`config.mk`:
```
export PLATFORM = sky130hd
export DESIGN_NAME = fetch_unit
export DESIGN_NICKNAME = d
export VERILOG_FILES = /design/src/rtl/fetch_unit_pkg.sv /design/src/rtl/fetch_addr_check.sv /design/src/rtl/fetch_unit.sv
export SDC_FILE = /design/constraint.sdc
export NUM_CORES = 1
export LEC_CHECK = 0
export ABC_AREA = 1
export ABC_CLOCK_PERIOD_IN_PS = 2100
export BUFFER_PORTS_ARGS = -buffer_cell sky130_fd_sc_hd__buf_2
export CAP_MARGIN = 20
export CORE_ASPECT_RATIO = 1.5
export CORE_MARGIN = 2
export CORE_UTILIZATION = 39
export CTS_CLUSTER_DIAMETER = 80
export DETAILED_ROUTE_END_ITERATION = 16
export PLACE_DENSITY = 0.8
export SLEW_MARGIN = 0
export SYNTH_ARGS = -nofsm -noshare
export SYNTH_HDL_FRONTEND = slang
export SYNTH_SLANG_ARGS = --single-unit
```
`constraint.sdc`:
```
create_clock -name clk -period 2.1 [get_ports clk]
set_input_delay 0.21 -clock clk [delete_from_list [all_inputs] [get_ports clk]]
set_output_delay 0.21 -clock clk [all_outputs]
set_load 0.01 [all_outputs]
```
`src/rtl/fetch_unit_pkg.sv`:
```
// Constants shared by the fetch unit, CP0 and the pipeline-register blocks.
// Holds the exception codes, the default PC values and the next-PC source selector.
package fetch_unit_pkg;

    localparam logic [4:0] EXC_NONE = 5'd31;
    localparam logic [4:0] EXC_ADEL = 5'd4;

    localparam logic [31:0] PC_RESET_DEFAULT   = 32'h0000_3000;
    localparam logic [31:0] HANDLER_PC_DEFAULT = 32'h0000_4180;
    localparam logic [31:0] IM_LO_DEFAULT      = 32'h0000_3000;
    localparam logic [31:0] IM_HI_DEFAULT      = 32'h0000_6FFC;

    typedef enum logic [2:0] {
        NpcReset,
        NpcHandler,
        NpcHold,
        NpcEret,
        NpcRedirect,
        NpcSeq
    } npc_sel_e;

endpackage

```
`src/rtl/fetch_addr_check.sv`:
```
// Fetch address fault test: misaligned, or outside the inclusive instruction window.
module fetch_addr_check
    import fetch_unit_pkg::*;
#(
    parameter logic [31:0] IM_LO = IM_LO_DEFAULT,
    parameter logic [31:0] IM_HI = IM_HI_DEFAULT
) (
    input  logic [31:0] pc_i,
    output logic        fault_o
);

    always_comb begin
        fault_o = (pc_i[1:0] != 2'b00) || (pc_i < IM_LO) || (pc_i > IM_HI);
    end

endmodule

```
`src/rtl/fetch_unit.sv`:
```
// Instruction fetch stage: PC register, next-PC priority selection and fetch fault reporting.
// The fault is evaluated combinationally on the current PC; exceptions are only taken via req.
module fetch_unit
    import fetch_unit_pkg::*;
#(
    parameter logic [31:0] PC_RESET   = PC_RESET_DEFAULT,
    parameter logic [31:0] HANDLER_PC = HANDLER_PC_DEFAULT,
    parameter logic [31:0] IM_LO      = IM_LO_DEFAULT,
    parameter logic [31:0] IM_HI      = IM_HI_DEFAULT
) (
    input  logic        clk,
    input  logic        reset,
    input  logic        frozen,
    input  logic        req,
    input  logic        eret,
    input  logic [31:0] epc,
    input  logic        redirect_valid,
    input  logic [31:0] redirect_target,
    input  logic        d_is_branch,
    output logic [31:0] imem_addr,
    input  logic [31:0] imem_rdata,
    output logic [31:0] pc_out,
    output logic [31:0] instr_out,
    output logic [4:0]  exc_code_out,
    output logic        bd_out,
    output logic        eret_flush
);

    logic [31:0] pc_q, pc_d;
    npc_sel_e    npc_sel;
    logic        fault;

    // req beats frozen so an interrupt is never lost behind a stall; eret beats a redirect.
    always_comb begin
        npc_sel = NpcSeq;
        if (reset) begin
            npc_sel = NpcReset;
        end else if (req) begin
            npc_sel = NpcHandler;
        end else if (frozen) begin
            npc_sel = NpcHold;
        end else if (eret) begin
            npc_sel = NpcEret;
        end else if (redirect_valid) begin
            npc_sel = NpcRedirect;
        end
    end

    always_comb begin
        pc_d = pc_q + 32'd4;
        unique case (npc_sel)
            NpcReset:    pc_d = PC_RESET;
            NpcHandler:  pc_d = HANDLER_PC;
            NpcHold:     pc_d = pc_q;
            NpcEret:     pc_d = epc;
            NpcRedirect: pc_d = redirect_target;
            NpcSeq:      pc_d = pc_q + 32'd4;
            default:     pc_d = pc_q + 32'd4;
        endcase
    end

    always_ff @(posedge clk) begin
        pc_q <= pc_d;
    end

    fetch_addr_check #(
        .IM_LO (IM_LO),
        .IM_HI (IM_HI)
    ) u_addr_check (
        .pc_i    (pc_q),
        .fault_o (fault)
    );

    always_comb begin
        pc_out       = pc_q;
        imem_addr    = pc_q;
        exc_code_out = fault ? EXC_ADEL : EXC_NONE;
        instr_out    = fault ? 32'h0 : imem_rdata;
        // ERET has no delay slot, so it masks the delay-slot flag.
        bd_out       = d_is_branch && !eret;
        eret_flush   = eret && !frozen && !req && !reset;
    end

endmodule

```
==> out/qor.txt, run 1 <==
===========================================================================================
Run status ...................................................................    completed
Crit path time final .........................................................      2030 ps
Number of design-rule violations left by the first detailed-router iteration .          171
Worst slack after detailed placement .........................................      60.2 ps
Crit end category ............................................................  output port
Worst Tran Pin Value .........................................................       731 ps
NetSw ........................................................................       665 uW
Max reg flops ................................................................           32
Met2 GRT Util ................................................................        0.494
Pwr dens .....................................................................   482 nW/um2
PnR Total Power ..............................................................      2140 uW
Number of I/O port buffers ...................................................          204
Die span in x ................................................................      76.7 um
Largest fanout on the critical path ..........................................            8
Final worst clock skew .......................................................      3.32 ps
Max Fclk .....................................................................      492 MHz
TritonCTS clock tree .........................................................          yes
Placer's final routability congestion estimate ...............................        0.915
Final WL .....................................................................    10,900 um
Reg-to-Reg Start ............................................................. imem_addr[3]
Clk pin slew, worst setup/hold paths .........................................        50 ps
I/O pin count ................................................................          206
Unrepaired setup endpoints after global routing ..............................         true
Post-synthesis cell area .....................................................     3090 um2
Number of fill cells .........................................................          760
Total global-route track usage ...............................................        0.248
Combined flip-flop and latch cell area .......................................      961 um2
Avg Inst Size Synth ..........................................................     6.53 um2
Number of maximum-capacitance constraint violations ..........................            0
Portion of the post-synthesis area used by sequential elements ...............        0.311
Vias after detailed routing ..................................................        3,708
Wire length of the first global-routing pass .................................    17,100 um
Max-slew headroom at the worst pin ...........................................        0.511
M3 GR Usage ..................................................................       0.0343
Part of the total power dissipated in the clock network ......................        0.325
Element type at the critical path start ......................................         flop
Number of placed cells counting well taps ....................................          752
Hold Crit Start ..............................................................       epc[5]
Gr ovfl total ................................................................            0
Iteration count of the initial detailed-routing pass .........................            4
Final Hold Vio Count .........................................................            0
Switching Fraction ...........................................................        0.311
ANT nets after route .........................................................            0
Number of global-route vias before repair ....................................        3,673
Count of non-filler cells in the finished layout .............................          770
Classification of the worst setup path .......................................      reg2out
CORE AREA ....................................................................     7660 um2
Global routing met1 resource utilization .....................................        0.257
Register bit count reported by yosys .........................................           32
Count of final max-slew check failures .......................................            0
Path class of the lowest-slack min-delay path ................................       in2reg
Post-layout worst setup margin ...............................................      65.5 ps
Total Die Area ...............................................................     8670 um2
Hold Path End ................................................................ imem_addr[5]
Number of antenna violations at the first check in global routing ............            0
Placement-stage cell area ....................................................     4110 um2
Leakage power ................................................................   0.00243 uW
Number of setup violations in the final report ...............................            0
Post-synthesis to final-layout area growth ...................................        43.3%
Max Root-Sink Buffers ........................................................            2
TritonCTS Sinks ..............................................................           32
Total Neg Setup Slack ........................................................         0 ps
Max rail drop VDD ............................................................     0.469 mV
Starting density of the core .................................................        0.403
Die H ........................................................................       113 um
Yosys Warn Count .............................................................            0
Final HPWL DP ................................................................      8630 um
Arrival time of data at the critical path endpoint ...........................      1820 ps
Cell-internal power ..........................................................      1470 uW
Routed WL per cell ...........................................................      14.2 um
Net count after synthesis ....................................................          577
Detailed-route DRC error count ...............................................            0
Count of distinct cell types in the synthesized netlist ......................           27
CP required ..................................................................      1890 ps
R2r setup slk ................................................................       240 ps
Portion of total power attributed to sequential cells ........................        0.386
GRT busiest layer ............................................................         met2
Mapped Cells .................................................................          473
H-tree depth .................................................................            2
Via count normalized by instance count .......................................         4.82
R2r endpoint ................................................................. imem_addr[20]
Ratio of cells with drive above 1 in the final layout ........................        0.419
Worst skew pair latency ......................................................       280 ps
Clock Root Buffer ............................................................ sky130_fd_sc_hd__clkbuf_16
Post-route design area .......................................................     4430 um2
Hold depth ...................................................................            3
Maximum number of pins on one net before global-route repair .................           34
Depth of the worst register-to-register path .................................           10
Area of combinational cells with multiple inputs .............................     1660 um2
Number of clock buffers inserted by TritonCTS ................................            5
Site Rows ....................................................................           39
Portion of total power attributed to combinational logic .....................        0.289
Final antenna diode count ....................................................            0
Final worst path period share ................................................        0.969
Nets .........................................................................          771
===========================================================================================
[through the flow]
stage               hold slack (ps)   util
global route                    217  0.578
detailed placement              491  0.536
floorplan                       383      -
finish                          212  0.578
CTS                             203  0.561
global placement                487  0.536
[critical path: stages, from the launching register on]
cell,delay (ps)
sky130_fd_sc_hd__edfxtp_1,450
sky130_fd_sc_hd__nor3_4,230
sky130_fd_sc_hd__nand3_2,120
sky130_fd_sc_hd__nor2_4,200
sky130_fd_sc_hd__clkinvlp_4,150
sky130_fd_sc_hd__buf_6,160
sky130_fd_sc_hd__nor2_2,90
sky130_fd_sc_hd__buf_2,130
[cells in the final DEF, fill, tap and decap left out]
cell,Yosys,final
sky130_fd_sc_hd__inv_1,60,57
sky130_fd_sc_hd__o21ai_1,5,5
sky130_fd_sc_hd__nand2_2,1,2
sky130_fd_sc_hd__o21ai_0,1,1
sky130_fd_sc_hd__buf_6,2,5
sky130_fd_sc_hd__inv_2,3,4
sky130_fd_sc_hd__nand3b_1,1,1
sky130_fd_sc_hd__nand3_2,0,1
sky130_fd_sc_hd__xor2_1,10,10
sky130_fd_sc_hd__ha_1,1,1
sky130_fd_sc_hd__edfxtp_1,32,32
sky130_fd_sc_hd__xnor2_1,4,4
sky130_fd_sc_hd__nand2_4,0,2
sky130_fd_sc_hd__nand2_1,155,152
sky130_fd_sc_hd__clkinv_1,0,1
sky130_fd_sc_hd__a32oi_1,25,25
sky130_fd_sc_hd__clkbuf_1,6,2
sky130_fd_sc_hd__nor2_1,87,66
sky130_fd_sc_hd__clkbuf_16,0,5
sky130_fd_sc_hd__a21boi_0,1,1
sky130_fd_sc_hd__nor2_4,3,6
sky130_fd_sc_hd__inv_16,0,1
sky130_fd_sc_hd__nor2_2,0,18
sky130_fd_sc_hd__a32o_1,2,2
sky130_fd_sc_hd__clkinvlp_4,0,2
sky130_fd_sc_hd__conb_1,1,1
sky130_fd_sc_hd__buf_4,36,28
sky130_fd_sc_hd__o21ai_4,1,1
sky130_fd_sc_hd__buf_2,5,203
sky130_fd_sc_hd__nor3_4,0,2
sky130_fd_sc_hd__nand3_1,23,22
sky130_fd_sc_hd__nand4_1,5,5
[layer usage]
layer  routed length [um]  vias up  share of wire
li1                     -     1862              -
met3                  639       15          0.059
met2                 6170      169           0.57
met5                    0        -              0
met4                  199        0          0.018
met1                 3880     1662           0.36
[how the worst max path moves through the flow]
| stage | start | endpoint | slack (ps) | cells past startpoint |
|---|---|---|---|---|
| after floorplan | eret | imem_addr[9] | -60 | 8 |
| after global placement | imem_addr[31] | instr_out[23] | 140 | 6 |
| after detailed placement | imem_addr[31] | instr_out[21] | 60 | 6 |
| after CTS | imem_addr[26] | instr_out[21] | 7 | 9 |
| after global routing | imem_addr[18] | instr_out[25] | -70 | 9 |
| final | imem_addr[0] | instr_out[30] | 70 | 7 |
[synthesized netlist by cell type (all sizes together)]
| library cell | instances | area share |
|---|---|---|
| conb | 1 | 0.0012 |
| nor2 | 90 | 0.12 |
| clkbuf | 6 | 0.0073 |
| xor2 | 10 | 0.028 |
| edfxtp | 32 | 0.31 |
| nand4 | 5 | 0.010 |
| buf | 44 | 0.10 |
| nand3 | 23 | 0.037 |
| a32oi | 25 | 0.071 |
| o21ai | 7 | 0.015 |
| xnor2 | 4 | 0.011 |
| nand2 | 156 | 0.19 |
| nor3 | 2 | 0.0049 |
| inv | 63 | 0.077 |
| a32o | 2 | 0.0065 |
| a21boi | 1 | 0.0024 |
| nand3b | 1 | 0.0024 |
| ha | 1 | 0.0040 |
[cell type report]
class | instances | share of cell area
inverter | 63 | 0.0579
timing repair buffer | 236 | 0.290
multi-input combinational | 328 | 0.374
tap | 102 | 0.0288
clock inverter | 1 | 0.000848
timing repair inverter | 1 | 0.00170
clock buffer | 7 | 0.0300
sequential | 32 | 0.217
[power groups by stage]
stage / clock network, uW / logic [uW] / registers [uW]
floorplan: 0 / 300 / 869
global placement: 0 / 570 / 833
detailed placement: 0 / 576 / 837
CTS: 707 / 590 / 826
global route: 730 / 679 / 833
finish: 695 / 616 / 824
[logic make-up (layout without fill, tap and decap cells)]
group / count (synthesis) / after routing / share of synthesized area
adder cells (fa/ha/maj): 1 / 1 / 0.00405
buffers and inverters: 113 / 308 / 0.188
other: 1 / 1 / 0.00121
flip-flops: 32 / 32 / 0.311
AO/OA/AOI/OAI: 35 / 35 / 0.0947
AND/OR/NAND/NOR: 277 / 277 / 0.362
XOR/XNOR: 14 / 14 / 0.0397
[timing repair]
| item | 4_1_cts | 5_1_grt |
|---|---|---|
| gates cloned | 1 | 0 |
| hold buffers | 0 | 0 |
| endpoints found under the setup margin | 32 | 32 |
| buffers inserted | 4 | 5 |
| pin swaps | 1 | 4 |
| gates resized for setup | 5 | 31 |
No activity file was read; power rests on OpenSTA's default activity.
==> run 2: changes to the inputs <==
--- a/constraint.sdc
+++ b/constraint.sdc
@@ -3,2 +3,2 @@
 set_output_delay 0.21 -clock clk [all_outputs]
-set_load 0.01 [all_outputs]
+set_load 0.05 [all_outputs]
==> out/qor.txt, run 2 (synthesis results as in run 1) <==
===========================================================================================
Run status ...................................................................    completed
Switching Fraction ...........................................................        0.416   +0.104
Unrepaired setup endpoints after global routing ..............................         true
Placer's final routability congestion estimate ...............................        0.874   -4.6%
Reg-to-Reg Start ............................................................. imem_addr[3]
Count of non-filler cells in the finished layout .............................          765   -0.65%
Max reg flops ................................................................           32   unchanged
Number of I/O port buffers ...................................................          204   unchanged
NetSw ........................................................................      1050 uW   +58%
Total Neg Setup Slack ........................................................         0 ps   unchanged
Ratio of cells with drive above 1 in the final layout ........................        0.431   +0.0122
Number of setup violations in the final report ...............................            0   unchanged
Iteration count of the initial detailed-routing pass .........................            4   unchanged
Classification of the worst setup path .......................................      reg2out
Crit path time final .........................................................      2030 ps   -7.84 ps
Largest fanout on the critical path ..........................................           32   +24
Die H ........................................................................       113 um   unchanged
Max Root-Sink Buffers ........................................................            2   unchanged
Final Hold Vio Count .........................................................            0   unchanged
Number of clock buffers inserted by TritonCTS ................................            5   unchanged
Max-slew headroom at the worst pin ...........................................        0.508   -0.00290
CP required ..................................................................      1890 ps   about the same
Leakage power ................................................................   0.00241 uW   -0.75%
Count of final max-slew check failures .......................................            0   unchanged
Post-synthesis to final-layout area growth ...................................        49.6%
Post-route design area .......................................................     4620 um2   +4.4%
Final worst path period share ................................................        0.965   -0.00373
Total Die Area ...............................................................     8670 um2   unchanged
PnR Total Power ..............................................................      2530 uW   +18%
Hold Path End ................................................................ imem_addr[3]
R2r setup slk ................................................................       230 ps   about the same
Number of maximum-capacitance constraint violations ..........................            0   unchanged
Final WL .....................................................................    10,600 um   -3.1%
Number of fill cells .........................................................          727   -4.3%
Maximum number of pins on one net before global-route repair .................           33   -2.9%
Number of antenna violations at the first check in global routing ............            0   unchanged
WHS ..........................................................................       212 ps   +0.454 ps
Leading cell types in the layout, fill and taps excluded ..................... 172 x sky130_fd_sc_hd__buf_2, 152 x sky130_fd_sc_hd__nand2_1, 61 x sky130_fd_sc_hd__buf_4, 59 x sky130_fd_sc_hd__inv_1, 54 x sky130_fd_sc_hd__nor2_1
Starting density of the core .................................................        0.403   unchanged
Worst Tran Pin Value .........................................................       735 ps   +4.33 ps
Clock Root Buffer ............................................................ sky130_fd_sc_hd__clkbuf_16
Die span in x ................................................................      76.7 um   unchanged
Cell-internal power ..........................................................      1480 uW   +0.37%
Max rail drop VDD ............................................................     0.448 mV   -4.5%
Part of the total power dissipated in the clock network ......................        0.271   -0.054
I/O pin count ................................................................          206   unchanged
Placement-stage cell area ....................................................     4390 um2   +6.8%
Vias after detailed routing ..................................................        3,700   -0.22%
Via count normalized by instance count .......................................         4.84   +0.44%
R2r endpoint ................................................................. imem_addr[20]
TritonCTS Sinks ..............................................................           32   unchanged
Routed WL per cell ...........................................................      13.8 um   -2.5%
Arrival time of data at the critical path endpoint ...........................      1820 ps   about the same
Worst skew pair latency ......................................................       280 ps   about the same
Hold Crit Start ..............................................................       epc[3]
Final HPWL DP ................................................................      8640 um   +0.17%
Final antenna diode count ....................................................            0   unchanged
Number of buffers inserted for hold repair after clock tree synthesis ........            0   unchanged
Most frequent standard cell in the layout excluding fill and tap cells ....... sky130_fd_sc_hd__buf_2
H-tree depth .................................................................            2   unchanged
Max Fclk .....................................................................      493 MHz   +0.39%
Depth of the worst register-to-register path .................................           10   unchanged
Number of global-route vias before repair ....................................        3,605   -1.9%
Crit end category ............................................................  output port
Gr ovfl total ................................................................            0   unchanged
Total global-route track usage ...............................................        0.238   -0.00980
Number of design-rule violations left by the first detailed-router iteration .          160   -6.4%
Clk pin slew, worst setup/hold paths .........................................        50 ps   about the same
TritonCTS clock tree .........................................................          yes
Portion of total power attributed to sequential cells ........................        0.323   -0.063
Final worst clock skew .......................................................      5.21 ps   +1.89 ps
Nets .........................................................................          767   -0.52%
Pwr dens .....................................................................   546 nW/um2   +13%
Wire length of the first global-routing pass .................................    16,700 um   -2.3%
Path class of the lowest-slack min-delay path ................................       in2reg
Site Rows ....................................................................           39   unchanged
ANT nets after route .........................................................            0   unchanged
Number of placed cells counting well taps ....................................          757   +0.66%
Element type at the critical path start ......................................         flop
CORE AREA ....................................................................     7660 um2   unchanged
Portion of total power attributed to combinational logic .....................        0.407   +0.118
Detailed-route DRC error count ...............................................            0   unchanged
Hold depth ...................................................................            3   unchanged
===========================================================================================
==> run 2: cell count changes in the layout (fill, tap and decap cells not counted), sizes merged <==
| cell | change |
|---|---|
| clkinvlp | -2 |
| clkbuf | -1 |
| inv | +1 |
| buf | -3 |
==> run 2: how the worst max path moves through the flow <==
stage,startpoint,to,cells past startpoint
after floorplan,imem_addr[27],instr_out[10],8
after global placement,imem_addr[31],instr_out[10],6
final,imem_addr[18],instr_out[10],8
after global routing,imem_addr[18],instr_out[10],8
after detailed placement,imem_addr[31],instr_out[11],6
after CTS,imem_addr[31],instr_out[10],6
==> run 2: power by group through the flow <==
stage	Sequential [uW]	Combinational (uW)	Clock, uW
4_1_cts	815	1030	686
2_1_floorplan	1030	566	0
3_5_place_dp	826	1020	0
6_report	815	1030	683
5_1_grt	822	1090	717
3_3_place_gp	824	1010	0
==> run 2: routing by layer <==
metal	track usage	vias to the layer above	routed length, um
met2	0.488	179	5880
met3	0.0263	15	695
li1	-	1853	-
met1	0.239	1653	3730
met4	0.0921	0	253
met5	0	-	0
==> run 2: layout make-up <==
class	instances	area [um2]	share of cell area
clock buffer	6	129	0.0279
clock inverter	1	5.00	0.00108
inverter	63	265	0.0574
multi-input combinational	328	1820	0.393
sequential	32	961	0.208
tap	102	128	0.0276
timing repair buffer	233	1320	0.285
==> run 2: worst max-delay path: stages (launching register included) <==
cell and delay (ps):
sky130_fd_sc_hd__edfxtp_1 380, sky130_fd_sc_hd__nor2_1 120, sky130_fd_sc_hd__nand3_1 130, sky130_fd_sc_hd__nor2_1 110
sky130_fd_sc_hd__nand2_1 90, sky130_fd_sc_hd__nor2_4 210, sky130_fd_sc_hd__inv_12 160, sky130_fd_sc_hd__nor2_4 130
sky130_fd_sc_hd__buf_4 190
==> run 2: timing repair <==
action,CTS,global route
pin swaps,1,1
setup buffers,0,1
resized for setup,37,0
setup endpoints to repair,32,32
==> run 2: metrics by stage <==
| stage | worst slack [ps] | utilization |
|---|---|---|
| floorplan | -116 | - |
| CTS | 28.3 | 0.602 |
| global placement | 171 | 0.572 |
| detailed placement | 116 | 0.572 |
| finish | 73.4 | 0.603 |
| global route | -28.7 | 0.603 |
